==> src/rtl/t_integrator_pkg.sv <==
// Shared types and constants for the slope integrator: Q7.0 samples and the
// Q8.FRAC_W fractional accumulator.
package tint_pkg;

    localparam int FRAC_W = 15;
    localparam int K_MAX  = 15;
    localparam int ACC_W  = 8 + FRAC_W;
    localparam int SH_W   = $clog2(K_MAX + 1);

    typedef logic signed [7:0]       q7_0_t;
    typedef logic signed [ACC_W-1:0] acc_t;

    typedef enum logic {
        IDLE,
        RUN
    } state_e;

endpackage

==> src/rtl/t_integrator_if.sv <==
// Streaming bus of the integrator: dT samples in, clamped temperature out.
interface t_integrator_if;
    import tint_pkg::*;

    logic  in_valid;
    logic  in_ready;
    q7_0_t dT_in;
    logic  out_valid;
    logic  out_ready;
    q7_0_t T_out;
    logic  sat_hi;
    logic  sat_lo;

    modport master (
        output in_valid, dT_in, out_ready,
        input  in_ready, out_valid, T_out, sat_hi, sat_lo
    );

    modport slave (
        input  in_valid, dT_in, out_ready,
        output in_ready, out_valid, T_out, sat_hi, sat_lo
    );

endinterface

==> src/rtl/t_integrator_sat_add.sv <==
// Combinational scaled add of one dT sample into the accumulator, followed by
// a two-sided clamp (upper bound first, lower bound wins when inverted).
module tint_sat_add
    import tint_pkg::*;
(
    input  acc_t       acc_i,
    input  q7_0_t      dT_i,
    input  logic [7:0] k_dt_i,
    input  q7_0_t      t_min_i,
    input  q7_0_t      t_max_i,
    output acc_t       acc_o,
    output logic       sat_hi_o,
    output logic       sat_lo_o
);

    typedef logic signed [ACC_W:0] wide_t;

    logic [SH_W-1:0] shift;
    acc_t            incRaw;
    acc_t            inc;
    wide_t           sum;
    wide_t           hiBound;
    wide_t           loBound;
    wide_t           clipped;

    // One extra bit on the sum so the clamp sees true overflow rather than wrap.
    always_comb begin
        shift    = (k_dt_i > 8'(K_MAX)) ? SH_W'(K_MAX) : k_dt_i[SH_W-1:0];
        incRaw   = {dT_i, {FRAC_W{1'b0}}};
        inc      = incRaw >>> shift;
        sum      = {acc_i[ACC_W-1], acc_i} + {inc[ACC_W-1], inc};
        hiBound  = {t_max_i[7], t_max_i, {FRAC_W{1'b1}}};
        loBound  = {t_min_i[7], t_min_i, {FRAC_W{1'b0}}};
        clipped  = sum;
        sat_hi_o = 1'b0;
        sat_lo_o = 1'b0;
        if (clipped > hiBound) begin
            clipped  = hiBound;
            sat_hi_o = 1'b1;
        end
        if (clipped < loBound) begin
            clipped  = loBound;
            sat_lo_o = 1'b1;
        end
        acc_o = acc_t'(clipped);
    end

endmodule

==> src/rtl/t_integrator.sv <==
// Integrates a Q7.0 slope stream into a clamped temperature trajectory.
// Optional macro TINT_ROUND_EN: T_out rounds half-up instead of flooring.
module t_integrator
    import tint_pkg::*;
(
    input  logic           clk,
    input  logic           rst_n,
    input  logic           init_i,
    input  q7_0_t          T_init_i,
    input  logic [7:0]     k_dt_i,
    input  q7_0_t          t_min_i,
    input  q7_0_t          t_max_i,
    t_integrator_if.slave  bus
);

    state_e state_q, state_d;
    acc_t   acc_q, acc_d, accSum;
    q7_0_t  tout_q, tout_d, toutSum, initClamped;
    logic   outValid_q, outValid_d;
    logic   satHi_q, satHi_d, satLo_q, satLo_d;
    logic   addHi, addLo, inReady, accept;
`ifdef TINT_ROUND_EN
    logic signed [8:0] rounded;
`endif

    tint_sat_add uSatAdd (
        .acc_i    (acc_q),
        .dT_i     (bus.dT_in),
        .k_dt_i   (k_dt_i),
        .t_min_i  (t_min_i),
        .t_max_i  (t_max_i),
        .acc_o    (accSum),
        .sat_hi_o (addHi),
        .sat_lo_o (addLo)
    );

    always_ff @(posedge clk or negedge rst_n) begin
        if (!rst_n) begin
            state_q    <= IDLE;
            acc_q      <= '0;
            tout_q     <= '0;
            outValid_q <= 1'b0;
            satHi_q    <= 1'b0;
            satLo_q    <= 1'b0;
        end else begin
            state_q    <= state_d;
            acc_q      <= acc_d;
            tout_q     <= tout_d;
            outValid_q <= outValid_d;
            satHi_q    <= satHi_d;
            satLo_q    <= satLo_d;
        end
    end

    // init outranks everything; its reload is never presented as valid output.
    always_comb begin
        inReady = (state_q == RUN) && (!outValid_q || bus.out_ready) && !init_i;
        accept  = bus.in_valid && inReady;

        initClamped = T_init_i;
        if (initClamped > t_max_i) initClamped = t_max_i;
        if (initClamped < t_min_i) initClamped = t_min_i;

`ifdef TINT_ROUND_EN
        rounded = {accSum[ACC_W-1], accSum[ACC_W-1:FRAC_W]} + {8'b0, accSum[FRAC_W-1]};
        toutSum = (rounded > 9'sd127) ? 8'sd127 : q7_0_t'(rounded[7:0]);
`else
        toutSum = accSum[ACC_W-1:FRAC_W];
`endif

        state_d    = state_q;
        acc_d      = acc_q;
        tout_d     = tout_q;
        outValid_d = outValid_q;
        satHi_d    = satHi_q;
        satLo_d    = satLo_q;

        if (init_i) begin
            state_d    = RUN;
            acc_d      = {initClamped, {FRAC_W{1'b0}}};
            tout_d     = initClamped;
            outValid_d = 1'b0;
            satHi_d    = 1'b0;
            satLo_d    = 1'b0;
        end else if (accept) begin
            acc_d      = accSum;
            tout_d     = toutSum;
            outValid_d = 1'b1;
            satHi_d    = addHi;
            satLo_d    = addLo;
        end else if (outValid_q && bus.out_ready) begin
            outValid_d = 1'b0;
        end
    end

    assign bus.in_ready  = inReady;
    assign bus.out_valid = outValid_q;
    assign bus.T_out     = tout_q;
    assign bus.sat_hi    = satHi_q;
    assign bus.sat_lo    = satLo_q;

endmodule

==> src/flat_wrapper.sv <==
// flat-port wrapper written by rule: the top's interface ports become plain ports
module t_integrator_flat import tint_pkg::*;
  (clk, rst_n, init_i, T_init_i, k_dt_i, t_min_i, t_max_i, bus_in_valid, bus_dT_in, bus_out_ready, bus_in_ready, bus_out_valid, bus_T_out, bus_sat_hi, bus_sat_lo);
  t_integrator_if bus_i ();
  input  logic clk;
  input  logic rst_n;
  input  logic init_i;
  input  q7_0_t T_init_i;
  input  logic [7:0] k_dt_i;
  input  q7_0_t t_min_i;
  input  q7_0_t t_max_i;
  input wire logic [$bits(bus_i.in_valid)-1:0] bus_in_valid;
  input wire logic [$bits(bus_i.dT_in)-1:0] bus_dT_in;
  input wire logic [$bits(bus_i.out_ready)-1:0] bus_out_ready;
  output wire logic [$bits(bus_i.in_ready)-1:0] bus_in_ready;
  output wire logic [$bits(bus_i.out_valid)-1:0] bus_out_valid;
  output wire logic [$bits(bus_i.T_out)-1:0] bus_T_out;
  output wire logic [$bits(bus_i.sat_hi)-1:0] bus_sat_hi;
  output wire logic [$bits(bus_i.sat_lo)-1:0] bus_sat_lo;
  assign bus_i.in_valid = bus_in_valid;
  assign bus_i.dT_in = bus_dT_in;
  assign bus_i.out_ready = bus_out_ready;
  assign bus_in_ready = bus_i.in_ready;
  assign bus_out_valid = bus_i.out_valid;
  assign bus_T_out = bus_i.T_out;
  assign bus_sat_hi = bus_i.sat_hi;
  assign bus_sat_lo = bus_i.sat_lo;
  t_integrator u_core (.clk(clk), .rst_n(rst_n), .init_i(init_i), .T_init_i(T_init_i), .k_dt_i(k_dt_i), .t_min_i(t_min_i), .t_max_i(t_max_i), .bus(bus_i));
endmodule
==> config.mk <==
export PLATFORM = sky130hd
export DESIGN_NAME = t_integrator_flat
export DESIGN_NICKNAME = d
export VERILOG_FILES = /design/src/rtl/t_integrator_pkg.sv /design/src/rtl/t_integrator_if.sv /design/src/rtl/t_integrator_sat_add.sv /design/src/rtl/t_integrator.sv /design/src/flat_wrapper.sv
export SDC_FILE = /design/constraint.sdc
export NUM_CORES = 1
export LEC_CHECK = 0
export ABC_AREA = 1
export CORE_MARGIN = 4
export CORE_UTILIZATION = 45
export CTS_CLUSTER_SIZE = 25
export DETAILED_ROUTE_END_ITERATION = 12
export HOLD_SLACK_MARGIN = 0.15
export PLACE_DENSITY = 0.67
export SLEW_MARGIN = 20
export SYNTH_ARGS = -nofsm -noshare
export SYNTH_HDL_FRONTEND = slang
export SYNTH_SLANG_ARGS = --single-unit
==> constraint.sdc <==
create_clock -name clk -period 6.63 [get_ports clk]
set_input_delay 0.663 -clock clk [delete_from_list [all_inputs] [get_ports clk]]
set_output_delay 0.663 -clock clk [all_outputs]
set_load 0.01 [all_outputs]
==> impl_metrics.ini, run 1 <==
[global_route]
met3_usage_pct = 3.157
met1_usage_pct = 33.84
grt_pass1_vias = 5457
antenna_found_initial = 0
grt_overflow = 0
grt_pass1_wl_um = 25850
track_usage_pct = 28.30
grt_max_degree = 28
grt.busiest_layer = met2
met2_usage_pct = 51.86

[setup_path]
timing.rr.end = u_core.bus.T_out[6]
crit_path_frequent_cell = nand2_1
rr_worst_depth = 35
endpoint_kind = flop
cp-startpoint = k_dt_i[0]
crit_path_end = u_core.bus.T_out[6]
crit_type = in -> reg
rrSetupSlack_ps = 1270
worstPathMaxFanout = 7
required_ps = 6820
rr_startpoint = u_core.acc_q[12]
slowest_stage = clkdlybuf4s50_1
cp_slowest_stage_delay_ps = 430
crit_path_start_kind = input pin
crit_arrival_ps = 6890

[timing]
setup_slack_ps = -72.36
hold_slack_ps = 465.8
min_period_ps = 6702
slew_viol_final = 0
clock_skew_ps = 7.814
setup_viol = 22
hold_viol = 0
fin_setup_tns_ps = -764.2
clock.fmax_ghz = 0.1492
maxSlewHeadroom_pct = 56.47
rsz0062_at_grt = yes
finalCritPeriodShare_pct = 101.1
worst_slew_pin_slew_ps = 648.9

[die]
die_w_um = 106.3
die-area_um2 = 11300
die_y_um = 106.3
num_rows = 35
boundaryPins = 57
start_util_pct = 46.60
core_area_um2 = 9328

[yosys]
syn_inst = 722
avgSynthCellArea_um2 = 6.020
yosysWarnings = 0
ys_ff_latch = 27
synth_top_flop_cell = dfrtp_1
async_reset_ff_share_pct = 100.0
ys_types = 46
synth-edff-count = 0
ys_seq_area_share_pct = 15.54
synth_area_um2 = 4347
syn_nets = 823

[layout]
regArea_um2 = 675.6
nNetsFinal = 1028
fillers = 778
multiInputGateArea_um2 = 3643
diodes = 0
syn_to_final_growth_pct = 56.85
final_layout_size_suffix_gt1_share_pct = 32.51
stdcell_area_um2 = 6818

[routing]
wl_per_cell_um = 15.78
drc = 0
ant_nets = 0
first_pass_iters = 5
dr_total_vias = 5560
drtIter0Drc = 351
viasPerCell = 5.270
routed_wl_um = 16650

[status]
violations = setup timing
run_status = finished with violations

[cts]
root_buffer = clkbuf_8
tritoncts = built
h-tree-depth = 1
numCtsBuffers = 3
clk_path_buf_depth = 2
cts.hold.buffers_added = 0
cts.clk_slew.worst_paths_ps = 110
clkSinkCount = 27
worstSkewPairLatency_ps = 290

[place]
dpl-instance-area_um2 = 5923
dp_hpwl_um = 12440
port_buffers = 56
finalWeightedCongestion = 0.9433

[pwr]
power_density_nw_per_um2 = 457.4
leakage_nw = 3.656
ir_drop_mv = 0.5685

[min_path]
worst_hold_path_type = reg -> reg

[flow_run]
maxCapViolCount = 0
==> power by group <==
part	total [mW]	switching [mW]	internal [mW]	leakage (nW)
logic	2.74	1.45	1.28	3.29
clock network	0.104	0.0609	0.0429	0.0217
registers	0.279	0.0597	0.219	0.341
total	3.12	1.57	1.55	3.66
==> worst min-delay path by stage <==
stage,start,endpoint,cells past startpoint
final,u_core.state_q,u_core.state_q,2
after global routing,u_core.state_q,u_core.state_q,2
after CTS,u_core.state_q,u_core.state_q,2
after detailed placement,u_core.state_q,u_core.state_q,2
after global placement,u_core.state_q,u_core.state_q,2
after floorplan,rst_n,u_core.acc_q[0],0
==> layout make-up <==
cell class / instances / area share (%)
Multi-Input combinational cell: 549 / 53.44
Inverter: 128 / 7.139
Sequential cell: 27 / 9.910
Timing Repair Buffer: 218 / 26.43
Clock inverter: 1 / 0.1101
Tap cell: 129 / 2.367
Clock buffer: 3 / 0.6056
==> state kept, by name, summed over array words and instances, names as in the netlist <==
register              count
u_core.bus.T_out          8
u_core.bus.out_valid      1
u_core.acc_q             15
u_core.bus.sat_hi         1
u_core.state_q            1
u_core.bus.sat_lo         1
==> cells by family (layout without fill, tap and decap cells) <==
family,Yosys count,after routing,share of synthesized area [%]
AOI/OAI and AO/OA,128,128,16.67
xor gates and xnor gates,12,12,2.418
adders and majority gates,56,56,16.29
buffers and inverters,148,350,13.67
DFF,27,27,15.54
muxes,1,1,0.2303
and+or+nand+nor,350,352,35.18
==> critical path: cells and delay by family <==
kind | cells | cell delay (ps)
adder cells (fa/ha/maj) | 3 | 830
AO/OA/AOI/OAI | 10 | 1530
multiplexers | 1 | 210
AND/OR/NAND/NOR | 24 | 2800
buffers and inverters | 5 | 820
==> layout by cell type, fill, tap and decap left out, drive strengths merged <==
| cell | Yosys | final |
|---|---|---|
| nand2 | 205 | 206 |
| buf | 11 | 165 |
| inv | 125 | 125 |
| o21ai | 69 | 69 |
| nand3 | 59 | 59 |
| nor2 | 56 | 56 |
| ha | 55 | 55 |
| clkdlybuf4s50 | 0 | 52 |
| a21oi | 43 | 43 |
| dfrtp | 27 | 27 |
| nor3 | 11 | 11 |
| nand4 | 7 | 7 |
| xor2 | 7 | 7 |
| xnor2 | 5 | 5 |
| nand3b | 4 | 4 |
| or2 | 3 | 4 |
| and2 | 3 | 3 |
| clkbuf | 9 | 3 |
| a22oi | 3 | 3 |
| clkinv | 3 | 3 |
| o211ai | 2 | 2 |
| a21boi | 2 | 2 |
| a211oi | 2 | 2 |
| a31oi | 2 | 2 |
| o31ai | 2 | 2 |
| o22ai | 1 | 1 |
| nor4 | 1 | 1 |
| mux2i | 1 | 1 |
| a21o | 1 | 1 |
| and3 | 1 | 1 |
| o21bai | 1 | 1 |
| fa | 1 | 1 |
| clkinvlp | 0 | 1 |
| clkdlybuf4s15 | 0 | 1 |
==> metal layers <==
layer | part of all wire, % | routed length [um]
met4 | 4.5 | 743
met5 | 0 | 0
met1 | 40 | 6644
met2 | 50 | 8386
met3 | 5.2 | 873
==> timing repair <==
item | in CTS | in global routing
gates resized for setup | 76 | 65
pin swaps | 56 | 35
buffers inserted | 39 | 8
endpoints found under the setup margin | 24 | 24
gates cloned | 2 | 0
==> through the flow <==
| step | util, % | instances | power, mW | setup slack, ps |
|---|---|---|---|---|
| after floorplan | - | 722 | 1.528 | -39.88 |
| after global placement | 63.50 | 1002 | 2.305 | -839.1 |
| after detailed placement | 63.50 | 1002 | 2.343 | -1063 |
| after CTS | 69.60 | 1047 | 2.769 | 4.785 |
| after global routing | 73.09 | 1055 | 3.351 | -517.7 |
| final | 73.09 | 1055 | 3.119 | -72.36 |
==> synthesized netlist by cell type (8+ instances only) <==
cell	count	area share (%)
ha_1	55	16
o21ai_0	58	6.7
buf_4	8	1.4
nand3_1	57	6.6
nor3_1	10	1.2
o21ai_2	9	1.8
nor2_1	56	4.8
clkbuf_1	9	0.78
a21oi_1	41	4.7
dfrtp_1	27	16
inv_1	120	10
nand2_1	194	17
Note: power is estimated with default switching activity, not from simulation.
==> inputs of run 2 (changes only) <==
Settings changed: CORE_MARGIN 4 to 2.
==> impl_metrics.ini, run 2 (synthesized netlist as in run 1, its figures left out) <==
[cts]
numCtsBuffers = 3
tritoncts = built
clkSinkCount = 27
cts.clk_slew.worst_paths_ps = 110
worstSkewPairLatency_ps = 290
clk_path_buf_depth = 2
root_buffer = clkbuf_8
cts.hold.buffers_added = 0
h-tree-depth = 1

[min_path]
worst_hold_path_type = reg -> reg

[global_route]
grt_pass1_wl_um = 25390
track_usage_pct = 30.96
antenna_found_initial = 0
grt_overflow = 0
grt_max_degree = 28
grt_pass1_vias = 5640

[pwr]
internal-power_mw = 1.776
power_frac_clock_pct = 3.0
ir_drop_mv = 0.4851
power_mw = 3.484
comb_power_share_pct = 88.9
switching_share_pct = 49.03
power_density_nw_per_um2 = 481.6
p_seq_share_pct = 8.1
leakage_nw = 3.882
switching_power_mw = 1.708

[setup_path]
crit_path_start_kind = input pin
crit_path_frequent_cell = nand2_1
worstPathMaxFanout = 6
endpoint_kind = flop
path_delay_family = simple AND/OR/NAND/NOR gates
required_ps = 6800
cp_slowest_stage_delay_ps = 450
crit_type = in -> reg
path_buf_inv = 8
slowest_stage = clkdlybuf4s50_1
crit_arrival_ps = 7310

[layout]
largest_reg_flops = 15
regArea_um2 = 675.6
layout_commonest_cell = buf_4
stdcell_area_um2 = 7236
mostFrequentLayoutCells = 185 x buf_4, 166 x nand2_1, 114 x inv_1, 52 x clkdlybuf4s50_1, 51 x nand3_1
largest-register = u_core.acc_q
syn_to_final_growth_pct = 66.47
diodes = 0
multiInputGateArea_um2 = 3807
nNetsFinal = 1058
final_layout_size_suffix_gt1_share_pct = 36.72
stdcell_count = 1085
fillers = 673

[place]
preCtsSetupSlack_ps = -1094
dp_cells = 1001
dp_hpwl_um = 12220
dpl-instance-area_um2 = 5928
finalWeightedCongestion = 0.9480
port_buffers = 56

[routing]
first_pass_iters = 5
viasPerCell = 5.393
drtIter0Drc = 363
dr_total_vias = 5851
routed_wl_um = 18080
wl_per_cell_um = 16.66
ant_nets = 0
drc = 0

[timing]
rsz0062_at_grt = yes
maxSlewHeadroom_pct = 60.03
worst_slew_pin_slew_ps = 595.9
finalCritPeriodShare_pct = 107.7
clock.fmax_ghz = 0.1400
setup_viol = 24
clock_skew_ps = 6.892
hold_viol = 0
slew_viol_final = 0
setup_slack_ps = -512.0
min_period_ps = 7142

[die]
die_y_um = 102.3
die_w_um = 102.3
boundaryPins = 57
num_rows = 35
start_util_pct = 46.60
die-area_um2 = 10460
core_area_um2 = 9328

[flow_run]
maxCapViolCount = 0

[status]
violations = setup timing
run_status = finished with violations
[run 2: area by class of cell]
| class | instances | area share [%] |
|---|---|---|
| tap | 129 | 2.231 |
| timing repair buffer | 248 | 28.24 |
| clock inverter | 1 | 0.1038 |
| multi-input combinational | 549 | 52.62 |
| inverter | 128 | 6.900 |
| sequential | 27 | 9.338 |
| clock buffer | 3 | 0.5706 |
[run 2: through the flow]
stage          hold slack [ps]  TNS (ps)  utilization, %
3_5_place_dp             444.1    -24780           63.55
5_1_grt                  507.7    -15240           77.57
2_1_floorplan            367.4    -210.1               -
4_1_cts                  469.5         0           71.46
6_report                 468.2    -10790           77.57
3_3_place_gp             440.6    -20250           63.55
[run 2: worst min-delay path, delay by kind of cell (launching register included)]
family | cells | cell delay, ps
simple gates | 1 | 50
buf+inv | 1 | 50
flops | 1 | 340
[run 2: metal layers]
layer	part of all wire [%]	wire, um	track usage (%)
met5	0	0	0
met4	6.5	1168	12.92
met3	6.1	1100	4.583
met2	50	8976	57.74
met1	38	6835	34.99
[run 2: final timing paths]
path	startpoint	endpoint	slack (ps)	cells after the start
setup / recovery	k_dt_i[0]	u_core.bus.T_out[2]	-510	44
hold / removal	u_core.state_q	u_core.state_q	470	2
setup reg to reg	u_core.acc_q[10]	u_core.bus.T_out[2]	950	33
hold reg to reg	u_core.state_q	u_core.state_q	470	2
max in group asynchronous	rst_n	u_core.bus.T_out[2]	5590	2
min in group asynchronous	rst_n	u_core.acc_q[10]	750	2
[run 2: timing repair]
| item | 4_1_cts | 5_1_grt |
|---|---|---|
| gates cloned | 1 | 1 |
| hold endpoints to repair | 0 | 0 |
| endpoints found under the setup margin | 24 | 24 |
| resized for setup | 82 | 101 |
| pin swaps | 56 | 53 |
| buffers inserted | 61 | 17 |
[run 2: power groups by stage]
stage	Combinational [mW]	Sequential [mW]	Clock, mW
2_1_floorplan	1.28	0.252	0
3_3_place_gp	2.00	0.278	0
3_5_place_dp	2.05	0.279	0
4_1_cts	2.51	0.277	0.103
5_1_grt	3.32	0.284	0.108
6_report	3.10	0.283	0.103
==> inputs of run 3 (changes only) <==
Settings changed: CTS_BUF_LIST set to sky130_fd_sc_hd__clkbuf_8.
==> results of run 3 <==
No change in the layout: final DEF, timing and power equal those of run 2.
